[src/rtl/vram_pkg.sv]
// Shared constants for the VRAM arbiter: slot-owner tags, default address width
// and the fixed RAM read latency seen by the requesters.
package vram_pkg;

  typedef enum logic [1:0] {
    SLOT_NONE = 2'd0,
    SLOT_VID  = 2'd1,
    SLOT_CPU  = 2'd2
  } slot_e;

  localparam int VRAM_AW   = 12;
  localparam int VRAM_RLAT = 2;

endpackage

[src/rtl/vram_wbuf.sv]
// One-entry posted-write buffer for CPU writes into VRAM.
// Only instantiated when VRAM_ARB_WPOST_EN is defined.
module vram_wbuf import vram_pkg::*; #(
  parameter int AW = VRAM_AW
) (
  input  logic          CLK,
  input  logic          RESET_N,
  input  logic          load_i,
  input  logic [AW-1:0] addr_i,
  input  logic [7:0]    data_i,
  input  logic          drain_i,
  output logic          full_o,
  output logic [AW-1:0] addr_o,
  output logic [7:0]    data_o
);

  logic          full_q, full_d;
  logic [AW-1:0] addr_q, addr_d;
  logic [7:0]    data_q, data_d;

  always_comb begin
    full_d = full_q;
    addr_d = addr_q;
    data_d = data_q;
    if (drain_i) full_d = 1'b0;
    if (load_i) begin
      full_d = 1'b1;
      addr_d = addr_i;
      data_d = data_i;
    end
  end

  always_ff @(posedge CLK or negedge RESET_N) begin
    if (!RESET_N) begin
      full_q <= 1'b0;
      addr_q <= '0;
      data_q <= '0;
    end else begin
      full_q <= full_d;
      addr_q <= addr_d;
      data_q <= data_d;
    end
  end

  assign full_o = full_q;
  assign addr_o = addr_q;
  assign data_o = data_q;

endmodule

[src/rtl/vram_arbiter.sv]
// Single-port VRAM arbiter: video scanout has priority, CPU gets an override after
// CPU_MAXWAIT stalled cycles. VRAM_ARB_WPOST_EN enables posted CPU writes.
module vram_arbiter import vram_pkg::*; #(
  parameter int AW          = VRAM_AW,
  parameter int CPU_MAXWAIT = 15
) (
  input  logic          CLK,
  input  logic          RESET_N,
  input  logic          VREQ,
  input  logic [AW-1:0] VADDR,
  output logic [7:0]    VDATA,
  output logic          VVALID,
  output logic          VMISS,
  input  logic          CREQ,
  input  logic          CWE,
  input  logic [AW-1:0] CADDR,
  input  logic [7:0]    CDIN,
  output logic [7:0]    CDOUT,
  output logic          CACK,
  output logic [AW-1:0] RADDR,
  output logic          RWE,
  output logic [7:0]    RWDATA,
  input  logic [7:0]    RRDATA
);

  localparam int CW = (CPU_MAXWAIT > 0) ? $clog2(CPU_MAXWAIT + 1) : 1;
  localparam logic [CW-1:0] MAXW = CW'(CPU_MAXWAIT);

  logic [CW-1:0] cnt_q, cnt_d;
  logic          busy_q, busy_d, vmiss_q, vmiss_d;
  logic [AW-1:0] raddr_q, raddr_d;
  logic          rwe_q, rwe_d;
  logic [7:0]    rwdata_q, rwdata_d, vdata_q, vdata_d, cdout_q, cdout_d;
  logic          vvalid_q, vvalid_d, cack_q, cack_d;
  slot_e         tag_q [VRAM_RLAT];
  slot_e         tag_d [VRAM_RLAT];

  logic          cpu_ok, cpu_cand, cand_we, ack_now, ovr, rd_done;
  logic [AW-1:0] cand_addr;
  logic [7:0]    cand_data;
  slot_e         sel;

`ifdef VRAM_ARB_WPOST_EN
  logic          wb_full, wb_load, wb_drain;
  logic [AW-1:0] wb_addr;
  logic [7:0]    wb_data;

  // A full buffer blocks every new CPU request until its drain slot has issued.
  assign cpu_ok    = CREQ && !busy_q && !cack_q && !wb_full;
  assign wb_load   = cpu_ok && CWE;
  assign cpu_cand  = wb_full || (cpu_ok && !CWE);
  assign cand_we   = wb_full;
  assign cand_addr = wb_full ? wb_addr : CADDR;
  assign cand_data = wb_data;
  assign wb_drain  = (sel == SLOT_CPU) && wb_full;
  assign ack_now   = wb_load;

  vram_wbuf #(.AW(AW)) u_wbuf (
    .CLK     (CLK),
    .RESET_N (RESET_N),
    .load_i  (wb_load),
    .addr_i  (CADDR),
    .data_i  (CDIN),
    .drain_i (wb_drain),
    .full_o  (wb_full),
    .addr_o  (wb_addr),
    .data_o  (wb_data)
  );
`else
  // A CREQ still high in its own CACK cycle is the finished op, not a new one.
  assign cpu_ok    = CREQ && !busy_q && !cack_q;
  assign cpu_cand  = cpu_ok;
  assign cand_we   = CWE;
  assign cand_addr = CADDR;
  assign cand_data = CDIN;
  assign ack_now   = (sel == SLOT_CPU) && cand_we;
`endif

  always_comb begin
    ovr = cpu_cand && (CPU_MAXWAIT != 0) && (cnt_q == MAXW);
    if (ovr)           sel = SLOT_CPU;
    else if (VREQ)     sel = SLOT_VID;
    else if (cpu_cand) sel = SLOT_CPU;
    else               sel = SLOT_NONE;
  end

  always_comb begin
    raddr_d  = raddr_q;
    rwdata_d = rwdata_q;
    rwe_d    = 1'b0;
    case (sel)
      SLOT_VID: raddr_d = VADDR;
      SLOT_CPU: begin
        raddr_d = cand_addr;
        rwe_d   = cand_we;
        if (cand_we) rwdata_d = cand_data;
      end
      default: ;
    endcase

    // Writes return no data, so they enter the tag pipeline as empty slots.
    tag_d[0] = (sel == SLOT_CPU && cand_we) ? SLOT_NONE : sel;
    for (int i = 1; i < VRAM_RLAT; i++) tag_d[i] = tag_q[i-1];

    rd_done  = (tag_q[VRAM_RLAT-1] == SLOT_CPU);
    vvalid_d = (tag_q[VRAM_RLAT-1] == SLOT_VID);
    vdata_d  = vvalid_d ? RRDATA : vdata_q;
    cdout_d  = rd_done ? RRDATA : cdout_q;
    cack_d   = rd_done || ack_now;
    busy_d   = (busy_q && !rd_done) || (sel == SLOT_CPU && !cand_we);
    vmiss_d  = vmiss_q || (ovr && VREQ);

    if (sel == SLOT_CPU || !cpu_cand) cnt_d = '0;
    else if (cnt_q != MAXW)           cnt_d = cnt_q + 1'b1;
    else                              cnt_d = cnt_q;
  end

  always_ff @(posedge CLK or negedge RESET_N) begin
    if (!RESET_N) begin
      cnt_q    <= '0;
      busy_q   <= 1'b0;
      vmiss_q  <= 1'b0;
      raddr_q  <= '0;
      rwe_q    <= 1'b0;
      rwdata_q <= '0;
      vdata_q  <= '0;
      vvalid_q <= 1'b0;
      cdout_q  <= '0;
      cack_q   <= 1'b0;
      for (int i = 0; i < VRAM_RLAT; i++) tag_q[i] <= SLOT_NONE;
    end else begin
      cnt_q    <= cnt_d;
      busy_q   <= busy_d;
      vmiss_q  <= vmiss_d;
      raddr_q  <= raddr_d;
      rwe_q    <= rwe_d;
      rwdata_q <= rwdata_d;
      vdata_q  <= vdata_d;
      vvalid_q <= vvalid_d;
      cdout_q  <= cdout_d;
      cack_q   <= cack_d;
      for (int i = 0; i < VRAM_RLAT; i++) tag_q[i] <= tag_d[i];
    end
  end

  assign VDATA  = vdata_q;
  assign VVALID = vvalid_q;
  assign VMISS  = vmiss_q;
  assign CDOUT  = cdout_q;
  assign CACK   = cack_q;
  assign RADDR  = raddr_q;
  assign RWE    = rwe_q;
  assign RWDATA = rwdata_q;

endmodule

[config.mk]
export PLATFORM = sky130hd
export DESIGN_NAME = vram_arbiter
export DESIGN_NICKNAME = d
export VERILOG_FILES = /design/src/rtl/vram_pkg.sv /design/src/rtl/vram_wbuf.sv /design/src/rtl/vram_arbiter.sv
export SDC_FILE = /design/constraint.sdc
export NUM_CORES = 1
export LEC_CHECK = 0
export BUFFER_PORTS_ARGS = -buffer_cell sky130_fd_sc_hd__buf_2
export CAP_MARGIN = 15
export CORE_MARGIN = 10
export CORE_UTILIZATION = 46
export CTS_CLUSTER_SIZE = 20
export DETAILED_ROUTE_END_ITERATION = 8
export GPL_TIMING_DRIVEN = 0
export PLACE_DENSITY = 0.75
export SETUP_SLACK_MARGIN = 0.15
export SYNTH_ARGS = -nofsm -noshare
export SYNTH_HDL_FRONTEND = slang
export SYNTH_SLANG_ARGS = --single-unit
[constraint.sdc]
create_clock -name CLK -period 2.9 [get_ports CLK]
set_input_delay 0.725 -clock CLK [delete_from_list [all_inputs] [get_ports CLK]]
set_output_delay 0.725 -clock CLK [all_outputs]
set_load 0.02 [all_outputs]
## After elaboration in Yosys (flattened, before gate mapping)

Index checks and enable logic that the tools add are counted.

| word-level totals | value |
|---|---|
| flip-flop bits (word level) | 49 |
| input bits | 45 |
| output and inout port bits | 40 |
| word-level logic and storage cells | 46 |

| cells by class | value |
|---|---|
| add/subtract/negate cells | 1 |
| eq/ne operators | 6 |
| muxes and demuxes | 8 |
| reductions and logical operators | 19 |

Operators by type and width:

| kind | count |
|---|---|
| $pmux W12 S2 | 1 |
| $mux W2 | 4 |
| $mux W4 | 2 |
| $logic_and A1 B1 Y1 | 7 |
| $logic_not A1 Y1 | 5 |
| $add A4 B1 Y4 const B | 1 |
| $eq A2 B1 Y1 const B | 2 |
| $eq A2 B2 Y1 const B | 2 |
| $eq A4 B4 Y1 const B | 1 |
| $logic_or A1 B1 Y1 | 4 |
| $ne A4 B4 Y1 const B | 1 |
| $reduce_bool A2 Y1 | 2 |
| $reduce_and A2 Y1 | 1 |
| $mux W1 | 1 |

## Longest topological paths before layout

Gate-level depths: netlist of the first run.

| depth | value |
|---|---|
| depth in word-level cells | 9 |
| mapped depth | 9 |
| mapped depth without buffers | 7 |

## Worst setup path after synthesis of the first run

Ideal clock, no wire load.

| path | value |
|---|---|
| path type | input-to-reg |
| start | in CREQ |
| end | reg rwdata_q[0], in the netlist RWDATA[0] |
| library setup time | 125 ps |
| arrival | 2114 ps |
| required time | 2775 ps |
| path slack | 661 ps |
| stages on the path | 7 |
| buffers on the path | 2 |
| path through | or3b_4 -> o21ai_0 -> ha_1 -> buf_2 -> nand2_1 -> buf_2 -> mux2_2 |

| between the ends | value |
|---|---|
| word-level cells in the longest chain between the ends | 7 |
| elaborated cells between the ends (all ways) | 8 |
| classes of those cells | eq/ne: 1; mux: 3; reduce/logical: 4 |

RTL lines:

| element | RTL line | text |
|---|---|---|
| from (decl) | vram_arbiter.sv:14 | `input logic CREQ,` |
| $logic_and A1 B1 Y1 * (2 in a row) | vram_arbiter.sv:71 | `assign cpu_ok = CREQ && !busy_q && !cack_q;` |
| $mux W2 | vram_arbiter.sv:83 | `else if (cpu_cand) sel = SLOT_CPU;` |
| $mux W2 | vram_arbiter.sv:82 | `else if (VREQ) sel = SLOT_VID;` |
| $mux W2 * | vram_arbiter.sv:81 | `if (ovr) sel = SLOT_CPU;` |
| $eq A2 B2 Y1 * | vram_arbiter.sv:91 | `case (sel)` |
| $reduce_and A2 Y1 (no source line) * | - |  |
| to (signal assigned) | vram_arbiter.sv:137 | `rwdata_q <= rwdata_d;` |
| to (decl) | vram_arbiter.sv:33 | `logic [7:0] rwdata_q, rwdata_d, vdata_q, vdata_d, cdout_q, cdout_d;` |

Every way passes the cells marked *; elsewhere a longest branch is shown, timed or not.
A chain may end at the register's enable or synchronous reset.

## Final worst setup path of the first run

| path | value |
|---|---|
| start | reg cnt_q[0] |
| end | reg rwdata_q[5], in the netlist RWDATA[5] |

| between the ends | value |
|---|---|
| word-level cells in the longest chain between the ends | 5 |

RTL lines:

| element | RTL line | text |
|---|---|---|
| from (decl) | vram_arbiter.sv:29 | `logic [CW-1:0] cnt_q, cnt_d;` |
| from (signal assigned) | vram_arbiter.sv:132 | `cnt_q <= cnt_d;` |
| $eq A4 B4 Y1 | vram_arbiter.sv:80 | `ovr = cpu_cand && (CPU_MAXWAIT != 0) && (cnt_q == MAXW);` |
| $logic_and A1 B1 Y1 | vram_arbiter.sv:80 |  |
| $mux W2 | vram_arbiter.sv:81 |  |
| $eq A2 B2 Y1 | vram_arbiter.sv:91 |  |
| $reduce_and A2 Y1 (no source line) | - |  |

No other way between the ends.

==> results of run 1 <==
worst paths after layout:
kind | to | cells after the start | slack, ps
setup / recovery | RWDATA[5] | 8 | 610
max in group asynchronous | CDOUT[3] | 2 | 2080
min in group CLK | tag_q[1] | 0 | 360
hold reg to reg | tag_q[1] | 0 | 360
hold / removal | RADDR[0] | 1 | 330
setup reg to reg | RWDATA[5] | 8 | 610
area by class of cell:
type | count | area share, %
sequential | 49 | 47.6
multi-input combinational | 89 | 26.6
timing repair buffer | 85 | 17.1
clock buffer | 6 | 3.20
tap | 50 | 2.43
clock inverter | 2 | 1.46
buffer | 7 | 1.36
inverter | 2 | 0.291
cell usage after synthesis (2+ instances only):
library cell               number
sky130_fd_sc_hd__dfrtp_1       49
sky130_fd_sc_hd__inv_1          2
sky130_fd_sc_hd__mux2i_1       13
sky130_fd_sc_hd__nand2_1       16
sky130_fd_sc_hd__clkbuf_1       2
sky130_fd_sc_hd__o21ai_0       14
sky130_fd_sc_hd__buf_2          4
sky130_fd_sc_hd__nand3_1        2
sky130_fd_sc_hd__ha_1           2
sky130_fd_sc_hd__mux2_2        24
sky130_fd_sc_hd__nor2_1         7
sequential cells by signal, summed over array words and instances, names as in the netlist:
name	cells
CACK	1
busy_q	1
cnt_q	4
tag_q	2
RWE	1
VDATA	8
RADDR	12
RWDATA	8
VMISS	1
VVALID	1
CDOUT	8
tag_d	2
cells in the final DEF (no fill, tap or decap), drive strengths merged, types with 2 or more instances in the layout:
| cell | count |
|---|---|
| ha | 2 |
| dfrtp | 49 |
| buf | 90 |
| nand2b | 2 |
| nor2 | 7 |
| o21ai | 14 |
| nand3 | 2 |
| inv | 2 |
| nand2 | 16 |
| mux2i | 13 |
| clkbuf | 8 |
| mux2 | 24 |
power breakdown:
| part | switching, mW | leakage [nW] | total, mW | internal (mW) |
|---|---|---|---|---|
| combinational | 0.474 | 0.646 | 0.799 | 0.325 |
| clock | 0.223 | 0.0574 | 0.503 | 0.280 |
| sequential | 0.102 | 0.599 | 0.995 | 0.894 |
cells by family after synthesis:
group,after synthesis,share of synthesized area (%)
mux,37,20.5
simple gates,31,7.68
compound gates,18,5.19
buf+inv,9,2.18
flops,49,62.7
xor+xnor,1,0.448
fa+ha+maj,2,1.28
per-layer routing:
metal | vias up | part of all wire, % | track usage [%] | routed length (um)
met5 | - | 0 | 0 | 0
met4 | 0 | 0.81 | 3.59 | 35
met3 | 3 | 14 | 8.22 | 600
met2 | 72 | 42 | 17.3 | 1830
met1 | 632 | 43 | 13.6 | 1860
li1 | 682 | - | - | -
worst reg2reg max path: cells and delay by family (launching register included):
| family | cells | cell delay (ps) |
|---|---|---|
| muxes | 1 | 360 |
| and+or+nand+nor | 2 | 300 |
| adders and majority gates | 2 | 490 |
| AOI/OAI and AO/OA | 1 | 200 |
| DFF | 1 | 430 |
| buffers and inverters | 2 | 410 |
metrics by stage:
stage          instances  util (%)
2_1_floorplan        147         -
3_3_place_gp         281      60.1
5_1_grt              290      63.5
3_5_place_dp         281      60.1
6_report             290      63.5
4_1_cts              289      63.0
==> flow_summary_export.csv, run 1 <==
group,metric,value,unit
finish,post_route_cells_drive_above_1_share,52.5,%
sta,worst-slew-pin-transition,403,ps
critical_path,crit_start_category,"flip-flop",
critical_path,worstPathCellList,"ha_1, nand3_1, o21ai_0, ha_1, buf_2, nand2_1, buf_2, mux2_2",
clock_network,ctsRootBufferMaster,"sky130_fd_sc_hd__clkbuf_8",
floorplan,chipWidth,85.2,um
critical_path,critical_path_class,"flip-flop to flip-flop",
finish,insertedDiodeCount,0,
power_and_ir_drop,ir_drop,0.383,mV
routing,mean_number_of_vias_per_cell,4.79,
floorplan,fp.coreArea,0.00406,mm^2
routing,drt_pre_antenna_iters,4,
clock_network,numCtsBuffers,5,
grt,grt-ovfl-total,0,
finish,layout_cell_area_excl_fill,0.00258,mm^2
sta,finalWorstSetupSlack,610,ps
synth,synth_enable_flop_cells,0,
synth,synth.area.top_cells,"sky130_fd_sc_hd__dfrtp_1 (63%), sky130_fd_sc_hd__mux2_2 (14%), sky130_fd_sc_hd__mux2i_1 (6.7%)",
critical_path,critical_path.n_buffers_inverters,2,
synth,postSynthCellCount,147,
sta,grt_setup_unrepaired,"false",
synth,mapped_nets,194,
grt,grtUsageTotal,11.9,%
finish,synthToLayoutAreaGrowth,31.9,%
critical_path,critical_path.reg2reg.startpoint,"cnt_q[0]",
power_and_ir_drop,design_power_total,2.30,mW
sta,worst_clock_skew,6.36,ps
placed_design,detailed_place.area,0.00244,mm^2
clock_network,clk_path_buf_depth,2,
critical_path,cp_max_fo,10,
routing,remaining_drc_errors,0,
clock_network,worstSkewPairLatency,300,ps
grt,grt_pass1_wl,7040,um
synth,synth_seq_area_share,62.7,%
critical_path,cp-startpoint,"cnt_q[0]",
placed_design,gp_routability_congestion,0.730,
synth,synthFlopType,"sky130_fd_sc_hd__dfrtp_1",
critical_path,cp.required,3090,ps
critical_path,cpLargestDelayFamily,"adder cells",
floorplan,die_area,0.00726,mm^2
synth,synth_area_per_cell,13.3,um^2
synth,synthArstFlopShare,100,%
clock_network,cts_hold_buf,0,
sta,drv_slew,0,
finish,fin_nets,286,
critical_path,crit_path_end_kind,"flip-flop",
floorplan,initial_core_util,48.2,%
finish,filler_cell_count,320,
floorplan,cell_row_count,23,
clock_network,ctsResizeCount,0,
status,status,"complete, no violations",
sta,setup_viol,0,
finish,multiInputGateArea,686,um^2
routing,vias,1389,
synth,yosys.cell_types.count,23,
placed_design,io_buffer_count,84,
synth,yosys_register_bits,49,
sta,timing.fmax,437,MHz
routing,postRouteAntennaNets,0,
critical_path,critical_path.max_stage_delay,430,ps
grt,antenna_found_initial,0,
grt,largest_net_degree_at_the_start_of_global_routing,50,
clock_network,cts_setup_buffers,0,
clock_network,cts_max_level,2,
routing,drt_first_iter_violations,28,
sta,total_neg_setup_slack,0,ps
synth,synth_area,0.00195,mm^2
floorplan,io-pin-count,85,
sta,final.period_utilization,79.0,%
power_and_ir_drop,powerDensity,891,mW/mm^2
sta,timing.hold.ws,325,ps
clock_network,numClockSinks,49,
finish,register_area,0.00123,mm^2
synth,netlist.area_leader.share,62.7,%
placed_design,post-place-ws,292,ps
sta,tmin_final,2290,ps
synth,yosysWarningCount,0,
placed_design,dp_hpwl,3380,um
routing,total_length_of_routed_wires,4330,um
clock_network,clk_pin_slew,90,ps
power_and_ir_drop,static-leakage-power,1.30,nW
synth,cell_taking_the_most_area_after_synthesis,"sky130_fd_sc_hd__dfrtp_1",
critical_path,crit_arrival,2480,ps
critical_path,crit_path_slowest_cell,"sky130_fd_sc_hd__dfrtp_1",
grt,first_global_vias,1558,
clock_network,cts_tree,"yes",
flow_run,max-cap-violations,0,
sta,report.final.hold_viol_count,0,
floorplan,dieHeight,85.2,um
min_path,hold_class,"input pin to asynchronous set/reset pin",
routing,wire_per_inst,14.9,um
sta,slew_headroom,73.1,%
No activity file was read; power rests on OpenSTA's default activity.
==> inputs of run 2 (changes only) <==
ABC_AREA = 1   (was unset)
CORE_UTILIZATION = 42   (was 46)
PLACE_DENSITY = 0.71   (was 0.75)
clock period = 1.95 ns   (was 2.9 ns; I/O delays follow)
==> flow_summary_export.csv, run 2 <==
group,metric,value,unit
synth,postSynthCellCount,222,
sta,slew_headroom,75.2,%
sta,tmin_final,1690,ps
critical_path,worst-r2r-setup-slack,260,ps
status,status,"complete, no violations",
power_and_ir_drop,powerDensity,746,mW/mm^2
clock_network,cts_max_level,2,
floorplan,dieHeight,89.4,um
flow_run,max-cap-violations,0,
sta,drv_slew,0,
grt,grtUsageTotal,13.6,%
synth,synthArstFlopShare,100,%
routing,remaining_drc_errors,0,
clock_network,ctsRootBufferMaster,"sky130_fd_sc_hd__clkbuf_8",
synth,synth_enable_flop_cells,0,
routing,postRouteAntennaNets,0,
synth,synth_commonest_cells,"sky130_fd_sc_hd__nand2_1 (69), sky130_fd_sc_hd__dfrtp_1 (49), sky130_fd_sc_hd__a21oi_1 (26)",
synth,cell_taking_the_most_area_after_synthesis,"sky130_fd_sc_hd__dfrtp_1",
finish,fin_cells,372,
finish,fin_nets,364,
min_path,hold_class,"input pin to asynchronous set/reset pin",
sta,final.period_utilization,86.9,%
finish,largest_reg_flops,12,
clock_network,cts_tree,"yes",
grt,grt-ovfl-total,0,
synth,yosysWarningCount,0,
grt,first_global_vias,1870,
critical_path,worst_reg2reg_path_endpoint,"RADDR[5]",
clock_network,numClockSinks,49,
synth,mapped_nets,269,
sta,setup_viol,0,
critical_path,crit_path_end_kind,"flip-flop",
power_and_ir_drop,static-leakage-power,1.51,nW
critical_path,cp_max_fo,10,
clock_network,clk_path_buf_depth,2,
floorplan,die_area,0.00800,mm^2
synth,yosys_register_bits,49,
sta,report.final.hold_viol_count,0,
synth,top_count_cell_post_synth,"sky130_fd_sc_hd__nand2_1",
routing,wire_per_inst,14.3,um
routing,drt_pre_antenna_iters,6,
critical_path,critical_path.reg2reg.startpoint,"cnt_q[1]",
sta,worst-slew-pin-transition,373,ps
grt,largest_net_degree_at_the_start_of_global_routing,50,
finish,mostFrequentLayoutCell,"sky130_fd_sc_hd__buf_2",
placed_design,io_buffer_count,84,
routing,mean_number_of_vias_per_cell,4.74,
sta,timing.hold.ws,89.2,ps
placed_design,dp_hpwl,3870,um
finish,synthToLayoutAreaGrowth,35.2,%
synth,yosys.cell_types.count,20,
power_and_ir_drop,design_power_total,2.04,mW
synth,synthFlopType,"sky130_fd_sc_hd__dfrtp_1",
synth,synth_area_per_cell,9.12,um^2
sta,worst_clock_skew,8.07,ps
clock_network,numCtsBuffers,5,
floorplan,initial_core_util,43.1,%
sta,grt_setup_unrepaired,"false",
routing,vias,1762,
finish,layout_cell_area_excl_fill,0.00274,mm^2
finish,post_route_cells_drive_above_1_share,39.3,%
synth,synth.area.top_cells,"sky130_fd_sc_hd__dfrtp_1 (61%), sky130_fd_sc_hd__nand2_1 (13%), sky130_fd_sc_hd__a21oi_1 (6.4%)",
finish,insertedDiodeCount,0,
floorplan,chipWidth,89.4,um
routing,drt_first_iter_violations,81,
routing,total_length_of_routed_wires,5320,um
synth,synth_area,0.00202,mm^2
critical_path,crit_start_category,"flip-flop",
clock_network,clk_pin_slew,90,ps
synth,netlist.area_leader.share,60.6,%
floorplan,cell_row_count,25,
placed_design,detailed_place.area,0.00251,mm^2
synth,synth_seq_area_share,60.6,%
grt,antenna_found_initial,0,
power_and_ir_drop,ir_drop,0.409,mV
sta,timing.fmax,590,MHz
critical_path,cp.required,2140,ps
placed_design,gp_routability_congestion,0.763,
grt,grt_pass1_wl,8560,um
critical_path,crit_arrival,1880,ps
floorplan,fp.coreArea,0.00469,mm^2
critical_path,critical_path_class,"flip-flop to flip-flop",
clock_network,worstSkewPairLatency,300,ps
finish,layout_common_cells,"sky130_fd_sc_hd__buf_2 (85), sky130_fd_sc_hd__nand2_1 (68), sky130_fd_sc_hd__dfrtp_1 (49)",
floorplan,io-pin-count,85,
critical_path,ff2ff_path_depth,9,
placed_design,dpl.cell_count,360,
-- run 2: per-layer routing --
| metal | up-vias | GRT usage [%] | wire, um |
|---|---|---|---|
| li1 | 887 | - | - |
| met1 | 809 | 16.5 | 2240 |
| met2 | 59 | 21.3 | 2460 |
| met3 | 7 | 5.93 | 536 |
| met4 | 0 | 4.48 | 80 |
| met5 | - | 0 | 0 |
-- run 2: cells by family after synthesis --
kind of cell             Yosys count  share of synthesized area (%)
buffers and inverters             31                           7.23
AND/OR/NAND/NOR                   96                           18.6
flip-flops                        49                           60.6
AO/OA/AOI/OAI                     44                           12.4
adder cells (fa/ha/maj)            2                           1.24
-- run 2: what timing repair did --
item / 4_1_cts / 5_1_grt
hold buffers: 0 / 0
endpoints found under the setup margin: 22 / 20
buffers inserted: 1 / 2
pin swaps: 0 / 0
resized for setup: 12 / 8
cloned: 0 / 0
-- run 2: power by group --
part	leakage (nW)	total (mW)	switching, mW	internal, mW
Sequential	0.577	1.08	0.0199	1.06
Combinational	0.877	0.236	0.144	0.0913
Clock	0.0543	0.729	0.345	0.384
Total	1.51	2.04	0.510	1.53
-- run 2: layout make-up --
cell class                      instances  area, um^2
Sequential cell                        49        1230
Fill cell                             436        1960
Clock buffer                            5        68.8
Tap cell                               54        67.6
Clock inverter                          3        46.3
Multi-Input combinational cell        142         694
Timing Repair Buffer                   88         463
Inverter                               23        86.3
Buffer                                  8        83.8
-- run 2: worst max path at each step --
stage / depth (start not counted) / startpoint / end / slack (ps)
after floorplan: 9 / cnt_q[0] / RADDR[10] / 180
after global placement: 9 / cnt_q[0] / RADDR[3] / -80
after detailed placement: 9 / cnt_q[0] / RADDR[10] / -170
after CTS: 10 / cnt_q[1] / RADDR[10] / 160
after global routing: 9 / cnt_q[1] / RADDR[10] / 150
final: 9 / cnt_q[1] / RADDR[5] / 260
-- run 2: worst max-delay path, stage by stage, from the launching register on --
cell,delay (ps)
sky130_fd_sc_hd__dfrtp_1,420
sky130_fd_sc_hd__ha_4,160
sky130_fd_sc_hd__nand3_2,110
sky130_fd_sc_hd__nand2_1,80
sky130_fd_sc_hd__inv_1,50
sky130_fd_sc_hd__nor2_2,120
sky130_fd_sc_hd__ha_4,230
sky130_fd_sc_hd__buf_4,170
sky130_fd_sc_hd__a21oi_1,150
sky130_fd_sc_hd__a21oi_1,80
-- run 2: metrics by stage --
stage,worst slack (ps),setup TNS [ps],util (%)
final,256,0,58.3
after global placement,-79.8,-719,53.6
after floorplan,184,0,-
after global routing,146,0,58.3
after detailed placement,-175,-1300,53.6
after CTS,160,0,56.9
==> inputs of run 3 (changes only) <==
CAP_MARGIN = 20   (was 15)
clock period = 1.5 ns   (was 1.95 ns; I/O delays follow)
==> flow_summary_export.csv, run 3 (synthesized netlist as in run 2, its figures left out) <==
group,metric,value,unit
status,status,"complete, but fails checks",
status,violated_checks,"negative setup slack",
grt,grt.met1_usage,17.9,%
power_and_ir_drop,pwr-share-clk,30.0,%
power_and_ir_drop,p_seq_share,55.4,%
flow_run,max-cap-violations,0,
critical_path,crit_path_slowest_cell,"sky130_fd_sc_hd__dfrtp_1",
grt,first_global_vias,1863,
power_and_ir_drop,share_comb_of_total_power,14.6,%
routing,drt_pre_antenna_iters,4,
critical_path,timing.critical_path.mode_cell,"sky130_fd_sc_hd__ha_4",
routing,remaining_drc_errors,0,
floorplan,chipWidth,89.4,um
floorplan,cell_row_count,25,
clock_network,numClockSinks,49,
grt,largest_net_degree_at_the_start_of_global_routing,50,
clock_network,worstSkewPairLatency,300,ps
finish,fin_nets,380,
sta,grt_setup_unrepaired,"true",
grt,grtUsageTotal,14.1,%
routing,mean_number_of_vias_per_cell,4.79,
placed_design,post-place-ws,-249,ps
placed_design,dp_hpwl,3800,um
clock_network,clk_path_buf_depth,2,
floorplan,initial_core_util,43.1,%
clock_network,numCtsBuffers,5,
finish,post_route_cells_drive_above_1_share,57.2,%
floorplan,dieHeight,89.4,um
critical_path,crit_start_category,"flip-flop",
sta,worst-slew-pin-transition,254,ps
routing,vias,1857,
grt,antenna_found_initial,0,
finish,largest_reg_flops,12,
sta,report.final.hold_viol_count,0,
power_and_ir_drop,power_switching,689,uW
clock_network,cts_tree,"yes",
finish,synthToLayoutAreaGrowth,58.5,%
finish,insertedDiodeCount,0,
clock_network,cts_max_level,2,
power_and_ir_drop,ir_drop,0.515,mV
power_and_ir_drop,internal_power,1.85,mW
power_and_ir_drop,sw_frac_of_total,27.1,%
sta,worst_clock_skew,5.33,ps
power_and_ir_drop,static-leakage-power,1.62,nW
routing,wire_per_inst,15.2,um
routing,total_length_of_routed_wires,5900,um
finish,mostFrequentLayoutCell,"sky130_fd_sc_hd__buf_2",
grt,grt.met3_usage,6.11,%
placed_design,gp_routability_congestion,0.747,
critical_path,cp.required,1690,ps
min_path,hold_class,"input pin to flip-flop",
sta,drv_slew,0,
critical_path,cp_max_fo,5,
floorplan,fp.coreArea,0.00469,mm^2
power_and_ir_drop,powerDensity,793,mW/mm^2
critical_path,critical_path_class,"flip-flop to flip-flop",
floorplan,io-pin-count,85,
clock_network,clk_pin_slew,90,ps
clock_network,ctsRootBufferMaster,"sky130_fd_sc_hd__clkbuf_8",
grt,use_met2,21.3,%
routing,postRouteAntennaNets,0,
grt,grt_pass1_wl,8830,um
sta,slew_headroom,83.0,%
sta,tmin_final,1640,ps
finish,layout_common_cells,"sky130_fd_sc_hd__buf_2 (85), sky130_fd_sc_hd__nand2_1 (52), sky130_fd_sc_hd__dfrtp_1 (49)",
routing,drt_first_iter_violations,53,
critical_path,critical_path.max_stage_delay,420,ps
sta,finalWorstSetupSlack,-135,ps
sta,final.period_utilization,109,%
grt,global_route.peak_usage_layer,"met2",
floorplan,die_area,0.00800,mm^2
sta,timing.fmax,612,MHz
grt,grt-ovfl-total,0,
critical_path,crit_path_end_kind,"flip-flop",
critical_path,worstPathCellList,"ha_4, nand3_4, inv_2, nand2_2, nand2_4, ha_4, inv_6, buf_8, nor2_2, a21oi_1",
sta,total_neg_setup_slack,-2540,ps
critical_path,crit_arrival,1830,ps
sta,setup_viol,28,
placed_design,io_buffer_count,84,
run 3: cell count changes in the layout (fill, tap and decap cells not counted), sizes merged:
cell and delta:
dlygate4sd3 +1, clkbuf +2, buf +14, clkinv -1
bufinv -1, clkinvlp +1
run 3: repair_timing:
action                                 4_1_cts  5_1_grt
gates cloned                                 2        1
resized for setup                           37       57
pin swaps                                    7       14
hold buffers                                 0        1
endpoints found under the hold margin        0        7
setup endpoints to repair                   29       29
setup buffers                                9        6
run 3: per-layer routing:
layer | up-vias | wire [um]
li1 | 920 | -
met1 | 863 | 2470
met2 | 63 | 2780
met3 | 11 | 521
met4 | 0 | 119
met5 | - | 0
run 3: layout make-up:
class                      instances  area (um^2)
buffer                             8          109
clock buffer                       6         72.6
timing repair buffer             104          654
sequential                        49         1230
inverter                          23          106
tap                               54         67.6
clock inverter                     2         15.0
fill                             376         1480
multi-input combinational        142          957
run 3: through the flow:
step	hold WS (ps)	area, um^2	power, mW	util, %	cells
after CTS	261	2870	2.52	61.2	379
after global routing	268	3210	2.67	68.4	388
after floorplan	79.4	2080	1.57	-	222
after global placement	332	2570	1.72	54.8	360
final	268	3210	2.54	68.4	388
after detailed placement	342	2570	1.73	54.8	360
run 3: critical path, delay by kind of cell, from the launching register on:
kind	cells	cell delay [ps]
AND/OR/NAND/NOR	4	310
buffers and inverters	3	230
AO/OA/AOI/OAI	1	50
adder cells (fa/ha/maj)	2	500
flip-flops	1	420
run 3: power by group through the flow:
stage	combinational (mW)	clock (mW)	sequential (mW)
finish	0.371	0.764	1.41
global route	0.410	0.848	1.42
CTS	0.324	0.792	1.40
detailed placement	0.304	0	1.42
global placement	0.300	0	1.42
floorplan	0.0805	0	1.49
run 3: worst paths after layout:
kind,from,to,slack [ps],depth (start not counted)
worst max register to register,cnt_q[1],RADDR[7],-140,10
max in group asynchronous,RESET_N,RWDATA[5],570,3
worst min register to register,tag_d[1],tag_q[1],360,0
min in group asynchronous,RESET_N,CDOUT[2],450,2
worst max-delay path,cnt_q[1],RADDR[7],-140,10
worst min-delay path,CDIN[6],RWDATA[6],270,3
